`config.mk`:
```
export PLATFORM = sky130hd
export DESIGN_NAME = pll_lock_supervisor
export DESIGN_NICKNAME = d
export VERILOG_FILES = /design/src/rtl/pll_sup_pkg.sv /design/src/rtl/sync_2ff.sv /design/src/rtl/pll_lock_supervisor.sv
export SDC_FILE = /design/constraint.sdc
export NUM_CORES = 1
export LEC_CHECK = 0
export ABC_AREA = 1
export CORE_MARGIN = 2
export CORE_UTILIZATION = 40
export CTS_CLUSTER_SIZE = 25
export DETAILED_ROUTE_END_ITERATION = 6
export PLACE_DENSITY_LB_ADDON = 0.15
export SYNTH_ARGS = -nofsm -noshare
export SYNTH_HDL_FRONTEND = slang
export SYNTH_SLANG_ARGS = --single-unit
```
`constraint.sdc`:
```
create_clock -name clk -period 2.6 [get_ports clk]
set_clock_uncertainty 0.1 [all_clocks]
set_input_delay 0.78 -clock clk [delete_from_list [all_inputs] [get_ports clk]]
set_output_delay 0.78 -clock clk [all_outputs]
set_load 0.02 [all_outputs]
```
`src/rtl/pll_sup_pkg.sv`:
```
// Shared types and helpers for the PLL lock supervisor.
//   pll_state_e : supervisor FSM states
//   CNT_W       : width of the shared state counter
//   retry_w     : width of the retry counter (never zero)
package pll_sup_pkg;

  typedef enum logic [2:0] {
    HOLD,
    WAIT_LOCK,
    QUALIFY,
    LOCKED,
    FAIL
  } pll_state_e;

  // Counter must reach (largest cycle parameter - 1).
  function automatic int unsigned CNT_W(input int unsigned reset_cycles,
                                        input int unsigned lock_timeout,
                                        input int unsigned stable_cycles);
    int unsigned m;
    m = reset_cycles;
    if (lock_timeout > m) m = lock_timeout;
    if (stable_cycles > m) m = stable_cycles;
    return (m < 2) ? 1 : $clog2(m);
  endfunction

  // MAX_RETRIES = 0 still needs a 1-bit port.
  function automatic int unsigned retry_w(input int unsigned max_retries);
    return (max_retries < 1) ? 1 : $clog2(max_retries + 1);
  endfunction

endpackage

```
`src/rtl/sync_2ff.sv`:
```
// Two-flop synchronizer for a single asynchronous bit.
//   clk : destination clock
//   rst : synchronous active-high reset (both flops clear to 0)
//   d   : asynchronous input
//   q   : synchronized output, two edges of latency
module sync_2ff (
  input  logic clk,
  input  logic rst,
  input  logic d,
  output logic q
);

  logic meta_q, meta_d;
  logic sync_q, sync_d;

  always_comb begin
    meta_d = d;
    sync_d = meta_q;
  end

  always_ff @(posedge clk) begin
    if (rst) begin
      meta_q <= 1'b0;
      sync_q <= 1'b0;
    end else begin
      meta_q <= meta_d;
      sync_q <= sync_d;
    end
  end

  assign q = sync_q;

endmodule

```
`src/rtl/pll_lock_supervisor.sv`:
```
// Fabric-side sequencer for an iCE40 PLL: pulses RESETB, qualifies the asynchronous
// LOCK, retries on timeout, falls back to bypass after repeated failure and produces
// the downstream synchronous reset.
//   clk, rst          : fabric clock, synchronous active-high reset
//   lock_in           : PLL LOCK (asynchronous)
//   dly_value/valid   : DYNAMICDELAY update request
//   dly_ready         : update accepted this cycle if dly_valid (combinational)
//   pll_resetb        : to PLL RESETB
//   pll_bypass        : to PLL BYPASS
//   pll_dynamicdelay  : to PLL DYNAMICDELAY
//   sys_rst           : downstream reset, released only in LOCKED / FAIL
//   locked, failed    : status
//   retry_count       : retries consumed in the current lock sequence
module pll_lock_supervisor
  import pll_sup_pkg::*;
#(
  parameter int unsigned RESET_CYCLES  = 16,
  parameter int unsigned LOCK_TIMEOUT  = 4096,
  parameter int unsigned STABLE_CYCLES = 256,
  parameter int unsigned MAX_RETRIES   = 3
) (
  input  logic                               clk,
  input  logic                               rst,
  input  logic                               lock_in,
  input  logic [7:0]                         dly_value,
  input  logic                               dly_valid,
  output logic                               dly_ready,
  output logic                               pll_resetb,
  output logic                               pll_bypass,
  output logic [7:0]                         pll_dynamicdelay,
  output logic                               sys_rst,
  output logic                               locked,
  output logic                               failed,
  output logic [retry_w(MAX_RETRIES)-1:0]    retry_count
);

  localparam int unsigned CntW   = CNT_W(RESET_CYCLES, LOCK_TIMEOUT, STABLE_CYCLES);
  localparam int unsigned RetryW = retry_w(MAX_RETRIES);

  localparam logic [CntW-1:0]   ResetLast   = CntW'(RESET_CYCLES - 1);
  localparam logic [CntW-1:0]   TimeoutLast = CntW'(LOCK_TIMEOUT - 1);
  localparam logic [CntW-1:0]   StableLast  = CntW'(STABLE_CYCLES - 1);
  localparam logic [RetryW-1:0] RetryMax    = RetryW'(MAX_RETRIES);

  logic lock_s;

  pll_state_e        state_q, state_d;
  logic [CntW-1:0]   cnt_q, cnt_d;
  logic [RetryW-1:0] retry_q, retry_d;
  logic [7:0]        dly_q, dly_d;
  logic              resetb_q, resetb_d;
  logic              bypass_q, bypass_d;
  logic              sys_rst_q, sys_rst_d;
  logic              locked_q, locked_d;
  logic              failed_q, failed_d;

  sync_2ff u_lock_sync (
    .clk (clk),
    .rst (rst),
    .d   (lock_in),
    .q   (lock_s)
  );

  always_comb begin
    state_d   = state_q;
    retry_d   = retry_q;
    dly_d     = dly_q;
    // Lock loss wins over a delay update: no handshake while lock_s is low.
    dly_ready = (state_q == LOCKED) && lock_s;

    unique case (state_q)
      HOLD: begin
        if (cnt_q == ResetLast) state_d = WAIT_LOCK;
      end
      WAIT_LOCK: begin
        if (lock_s) begin
          state_d = QUALIFY;
        end else if (cnt_q == TimeoutLast) begin
          if (retry_q == RetryMax) begin
            state_d = FAIL;
          end else begin
            retry_d = retry_q + RetryW'(1);
            state_d = HOLD;
          end
        end
      end
      QUALIFY: begin
        // Dropping back restarts the timeout without consuming a retry.
        if (!lock_s) state_d = WAIT_LOCK;
        else if (cnt_q == StableLast) state_d = LOCKED;
      end
      LOCKED: begin
        if (!lock_s) begin
          state_d = WAIT_LOCK;
        end else if (dly_valid) begin
          // New delay only takes effect after a PLL reset.
          dly_d   = dly_value;
          state_d = HOLD;
        end
      end
      FAIL: begin
        state_d = FAIL;
      end
      default: begin
        state_d = HOLD;
      end
    endcase

    if (state_d == LOCKED) retry_d = '0;

    // Shared counter restarts on every state entry.
    cnt_d = (state_d != state_q) ? '0 : cnt_q + CntW'(1);

    // Registered Moore decodes of the next state.
    resetb_d  = (state_d == WAIT_LOCK) || (state_d == QUALIFY) || (state_d == LOCKED);
    bypass_d  = (state_d == FAIL);
    sys_rst_d = !((state_d == LOCKED) || (state_d == FAIL));
    locked_d  = (state_d == LOCKED);
    failed_d  = (state_d == FAIL);
  end

  always_ff @(posedge clk) begin
    if (rst) begin
      state_q   <= HOLD;
      cnt_q     <= '0;
      retry_q   <= '0;
      dly_q     <= 8'h00;
      resetb_q  <= 1'b0;
      bypass_q  <= 1'b0;
      sys_rst_q <= 1'b1;
      locked_q  <= 1'b0;
      failed_q  <= 1'b0;
    end else begin
      state_q   <= state_d;
      cnt_q     <= cnt_d;
      retry_q   <= retry_d;
      dly_q     <= dly_d;
      resetb_q  <= resetb_d;
      bypass_q  <= bypass_d;
      sys_rst_q <= sys_rst_d;
      locked_q  <= locked_d;
      failed_q  <= failed_d;
    end
  end

  assign pll_resetb       = resetb_q;
  assign pll_bypass       = bypass_q;
  assign pll_dynamicdelay = dly_q;
  assign sys_rst          = sys_rst_q;
  assign locked           = locked_q;
  assign failed           = failed_q;
  assign retry_count      = retry_q;

endmodule

```
Word-level counts from Yosys, hierarchy flattened
Cells that the tools add are included.
{"block": "totals", "out_inout_bits": 16, "ff_bits": 31, "wordCells": 46, "inputBits": 12}
{"block": "classes", "n_addsub": 2, "n_reduce_logical": 10, "bitwise_logic": 2, "n_eq_ne": 13, "n_mux": 9}
{"cell": "$mux 3", "count": 8}
{"cell": "$pmux 3 s5", "count": 1}
{"cell": "$add 12x1->12 const B", "count": 1}
{"cell": "$eq 12x12->1 const B", "count": 1}
{"cell": "$eq 12x4->1 const B", "count": 1}
{"cell": "$eq 12x8->1 const B", "count": 1}
{"cell": "$eq 3x2->1 const B", "count": 4}
{"cell": "$eq 3x1->1 const B", "count": 2}
{"cell": "$eq 3x3->1 const B", "count": 2}
{"cell": "$reduce_and 4->1", "count": 1}
{"cell": "$reduce_or 2->1", "count": 2}
{"cell": "$logic_not 3->1", "count": 1}
{"cell": "$logic_or 1x1->1", "count": 3}
{"cell": "$ne 3x3->1", "count": 1}
{"cell": "$reduce_and 3->1", "count": 1}
{"cell": "$add 2x1->2 const B", "count": 1}
{"cell": "$eq 2x2->1 const B", "count": 1}
{"cell": "$not 1->1", "count": 2}
{"cell": "$logic_and 1x1->1", "count": 1}
{"cell": "$logic_not 1->1", "count": 1}

Logic depth before layout (Yosys ltp)
{"block": "depth", "word_depth": 8, "depth_mapped": 12, "ltp_nobuf": 11}

Cells and area by module
From an unflattened synthesis, not the netlist that was laid out.
{"block": "unflattened", "hier_cells": 181, "area_unflattened_um2": 1400.1}
{"module": "pll_lock_supervisor", "cells_per_inst": 175, "seq_area_each_um2": 580.6, "area_each_um2": 1345.0, "instances": 1}
{"module": "sync_2ff", "cells_per_inst": 6, "seq_area_each_um2": 40.0, "area_each_um2": 55.1, "instances": 1}

Worst setup path after synthesis
Ideal clock, no wire load.
{"block": "synth_timing", "kind": "reg-to-output", "from": "register state_q[2]", "to": "output dly_ready", "path_buffers": 0, "path_stages_with_launch": 4, "required_ns": 1.720, "path_slack_ns": 0.858, "t_arrival_ns": 0.862, "path_cell_list": "dfxtp_1 > inv_1 > nand3_1 > nor2_1"}
{"block": "synth_via", "elab_chain_len": 2}
{"element": "start: declaration", "line": "pll_lock_supervisor.sv:47", "text": "pll_state_e state_q, state_d;"}
{"element": "start signal: assignment", "line": "pll_lock_supervisor.sv:134", "text": "state_q <= state_d;"}
{"element": "$eq 3x2->1", "line": "pll_lock_supervisor.sv:69", "text": "dly_ready = (state_q == LOCKED) && lock_s;"}
{"element": "$logic_and 1x1->1", "line": "pll_lock_supervisor.sv:69"}
{"element": "end: declaration", "line": "pll_lock_supervisor.sv:27", "text": "output logic dly_ready,"}
No other way between the ends.

Worst setup path after layout
Ends and elaborated chain as after synthesis.

==> run summary <==
==================================================================================================
Port Buffer Count ...................................................................           27
Final Hold Vio Count ................................................................            0
Fin. max-slew vios ..................................................................            0
Max Fanout on Critical Path .........................................................            7
Critical path type ..................................................................      reg2out
Post-synth top cells ................................................................ nor2_1 (40), dfxtp_1 (31), nand2_1 (22)
Global-route wire length before repair ..............................................      4950 um
Number of diodes ....................................................................            0
Synthesized netlist cell count ......................................................          185
Vias post-DR ........................................................................        1,221
Global route overflow ...............................................................            0
Starting Density ....................................................................        0.420
Area Growth Syn to Fin ..............................................................        26.3%
Critical path startpoint category ...................................................    flip-flop
Library cell occupying the most area in the post-synthesis netlist ..................      dfxtp_1
Main area contributors after synthesis .............................................. dfxtp_1 (44%), nor2_1 (11%), nor2_2 (6.2%)
Number of resized instances in the post-cts repair step .............................            1
Int Pwr .............................................................................     0.604 mW
Via count of the first global-routing pass ..........................................        1,211
Full die area .......................................................................  0.00403 mm2
WL per Instance .....................................................................      10.4 um
Number of buffers inserted for hold repair after clock tree synthesis ...............            0
H-tree levels .......................................................................            2
Maximum ir drop on the vdd rail .....................................................     0.370 mV
Worst hold path type ................................................................      reg2reg
Clock transition time at the flip-flop clock pins of the worst setup and hold paths .       100 ps
Half-perimeter wire length after detailed placement .................................      2130 um
Count of cells along the worst register-to-register path ............................           10
Category of the worst setup path capture point ...................................... primary output
Final Total Pwr .....................................................................     0.791 mW
Fmax ................................................................................      432 MHz
Syn avg cell area ...................................................................     7.64 um2
Sequential share of power ...........................................................        0.613
TritonCTS clock tree ................................................................         done
Actual transition at the worst max-transition pin ...................................       365 ps
Leakage power .......................................................................     0.737 nW
Flop and latch count out of synthesis ...............................................           31
Proportion of power drawn by the clock network ......................................        0.334
Number of flops mapped to enable cells by yosys .....................................            0
Launch instance of the worst min-delay path ......................................... u_lock_sync.meta_q
Comb pwr share ......................................................................        0.054
Maximum clock insertion buffer count ................................................            2
Status .............................................................................. complete, no violations
Net switching power .................................................................     0.186 mW
Fraction of final layout cells sized beyond drive strength 1 ........................        0.169
Via/cell ratio ......................................................................         4.61
Number of clock buffers inserted by TritonCTS .......................................            5
Worst rel slew slack ................................................................        0.756
Predominant post-synthesis flop cell ................................................      dfxtp_1
Netlist area before placement .......................................................  0.00141 mm2
Cell area power density .............................................................   443 mW/mm2
Antenna-violating nets left .........................................................            0
Number of nets in the layout ........................................................          232
Num rows ............................................................................           21
Final-report setup violation count ..................................................            0
Core outline area ...................................................................  0.00336 mm2
Post-detailed-routing wire length ...................................................      2770 um
Setup TNS ...........................................................................         0 ps
Ports ...............................................................................           28
Most frequent cell after synthesis ..................................................       nor2_1
WP data arrival .....................................................................      1430 ps
Syn nets ............................................................................          199
Gp weighted congestion ..............................................................        0.825
Final worst path period share .......................................................        0.890
Net switching fraction of the power .................................................        0.236
Proportion of register bits with asynchronous set or reset after synthesis ..........            0
Number of antenna violations at the first check in global routing ...................            0
End point of the most critical hold path ............................................ u_lock_sync.q
Sequential fraction of the synthesis area ...........................................        0.439
Post-synthesis cell type count ......................................................           24
Worst path required time ............................................................      1720 ps
Buffers inserted during post-CTS setup optimization .................................            0
Root Driver .........................................................................     clkbuf_4
Count of yosys warnings during synthesis ............................................            0
First-iteration detailed-routing DRC count ..........................................           35
Die height ..........................................................................      63.5 um
Detailed-route DRC error count ......................................................            0
Final critical delay including setup and external delays ............................      2310 ps
Reg2Reg Setup Slack .................................................................       620 ps
Clk sink count ......................................................................           31
Clock insertion delay at the later pin of the skew report ...........................       330 ps
Source of the worst register-to-register timing path ................................     cnt_q[0]
Number of detailed-route iterations in the first pass ...............................            4
Global Route Usage Sum ..............................................................        0.160
Share of the synthesized area in the top cell type ..................................        0.439
Die Span X ..........................................................................      63.5 um
Critical R2R Capture ................................................................     cnt_q[5]
Setup repair after global routing missed its margin .................................        false
Min-Delay Path Depth ................................................................            2
Reported max-cap violation count ....................................................            0
Largest net degree at the start of global routing ...................................           13
==================================================================================================
## per-stage QoR
| step | cells | hold slack, ps | util | cell area (um2) | setup WS [ps] |
|---|---|---|---|---|---|
| finish | 265 | 312 | 0.531 | 1790 | 286 |
| global route | 265 | 334 | 0.531 | 1790 | 126 |
| CTS | 265 | 315 | 0.531 | 1790 | 267 |
| detailed placement | 257 | 300 | 0.516 | 1730 | 244 |
| global placement | 257 | 290 | 0.516 | 1730 | 331 |
| floorplan | 185 | 288 | - | 1410 | 858 |
## per-layer routing
metal / up-vias / GRT usage / routed length, um
met2: 25 / 0.271 / 1350
met1: 555 / 0.169 / 1230
li1: 637 / - / -
met5: - / 0 / 0
met4: 0 / 0.0734 / 38
met3: 4 / 0.0714 / 149
## kinds of logic (layout without fill, tap and decap cells)
family / after synthesis / count (layout) / share of synthesized area
AND/OR/NAND/NOR: 101 / 101 / 0.343
flip-flops: 31 / 31 / 0.439
buffers and inverters: 26 / 60 / 0.0796
AO/OA/AOI/OAI: 15 / 15 / 0.0584
XOR/XNOR: 10 / 10 / 0.0620
adder cells (fa/ha/maj): 2 / 2 / 0.0177
## layout make-up
cell class                      count  area [um2]
Clock buffer                        5        37.5
Clock inverter                      3        15.0
Multi-Input combinational cell    128         681
Tap cell                           46        57.6
Inverter                           22        82.6
Timing Repair Buffer               30         292
Sequential cell                    31         621
Fill cell                         362        1580
## power groups by stage
stage / clock network (mW) / logic, mW / registers [mW]
3_5_place_dp: 0 / 0.0426 / 0.496
2_1_floorplan: 0 / 0.0212 / 0.495
6_report: 0.264 / 0.0424 / 0.485
4_1_cts: 0.276 / 0.0428 / 0.485
3_3_place_gp: 0 / 0.0418 / 0.495
5_1_grt: 0.301 / 0.0472 / 0.486
## worst max-delay path: stages (launching register included)
cell and delay (ps):
dfxtp_1 340, inv_1 180, nand3_1 150, nor2_1 100, dlygate4sd2_1 340
## layout by cell type, fill, tap and decap left out
cell type | netlist | layout
o21a_1 | 2 | 2
o21ai_1 | 1 | 1
ha_1 | 2 | 2
inv_2 | 1 | 1
a21oi_1 | 1 | 1
inv_1 | 21 | 21
nor2_2 | 14 | 14
nand3_2 | 2 | 2
nor3_1 | 3 | 3
nand2_1 | 22 | 22
nor4_1 | 1 | 1
nand4_1 | 2 | 2
clkbuf_4 | 0 | 5
xor2_1 | 7 | 7
dfxtp_1 | 31 | 31
clkinv_2 | 0 | 3
nor2_4 | 3 | 3
nand2_2 | 6 | 6
o21bai_1 | 1 | 1
o21ai_0 | 10 | 10
nor2_1 | 40 | 40
nand3_1 | 8 | 8
buf_4 | 2 | 3
xnor2_1 | 3 | 3
clkdlybuf4s50_1 | 0 | 26
dlygate4sd2_1 | 0 | 1
## worst max path at each step
stage	from	end	slack, ps	cells past startpoint
final	state_q[2]	dly_ready	290	4
after CTS	state_q[2]	dly_ready	270	4
after global routing	state_q[2]	dly_ready	130	4
after floorplan	state_q[2]	dly_ready	860	3
after detailed placement	dly_valid	cnt_q[6]	240	8
after global placement	dly_valid	cnt_q[6]	330	8
## flip-flops by register name, summed over array words and instances, names as in the netlist
| register | cells |
|---|---|
| cnt_q | 12 |
| pll_dynamicdelay | 8 |
| state_q | 3 |
| retry_count | 2 |
| failed | 1 |
| locked | 1 |
| pll_resetb | 1 |
| sys_rst | 1 |
| u_lock_sync.meta_q | 1 |
| u_lock_sync.q | 1 |
(Power assumes the default switching activity.)
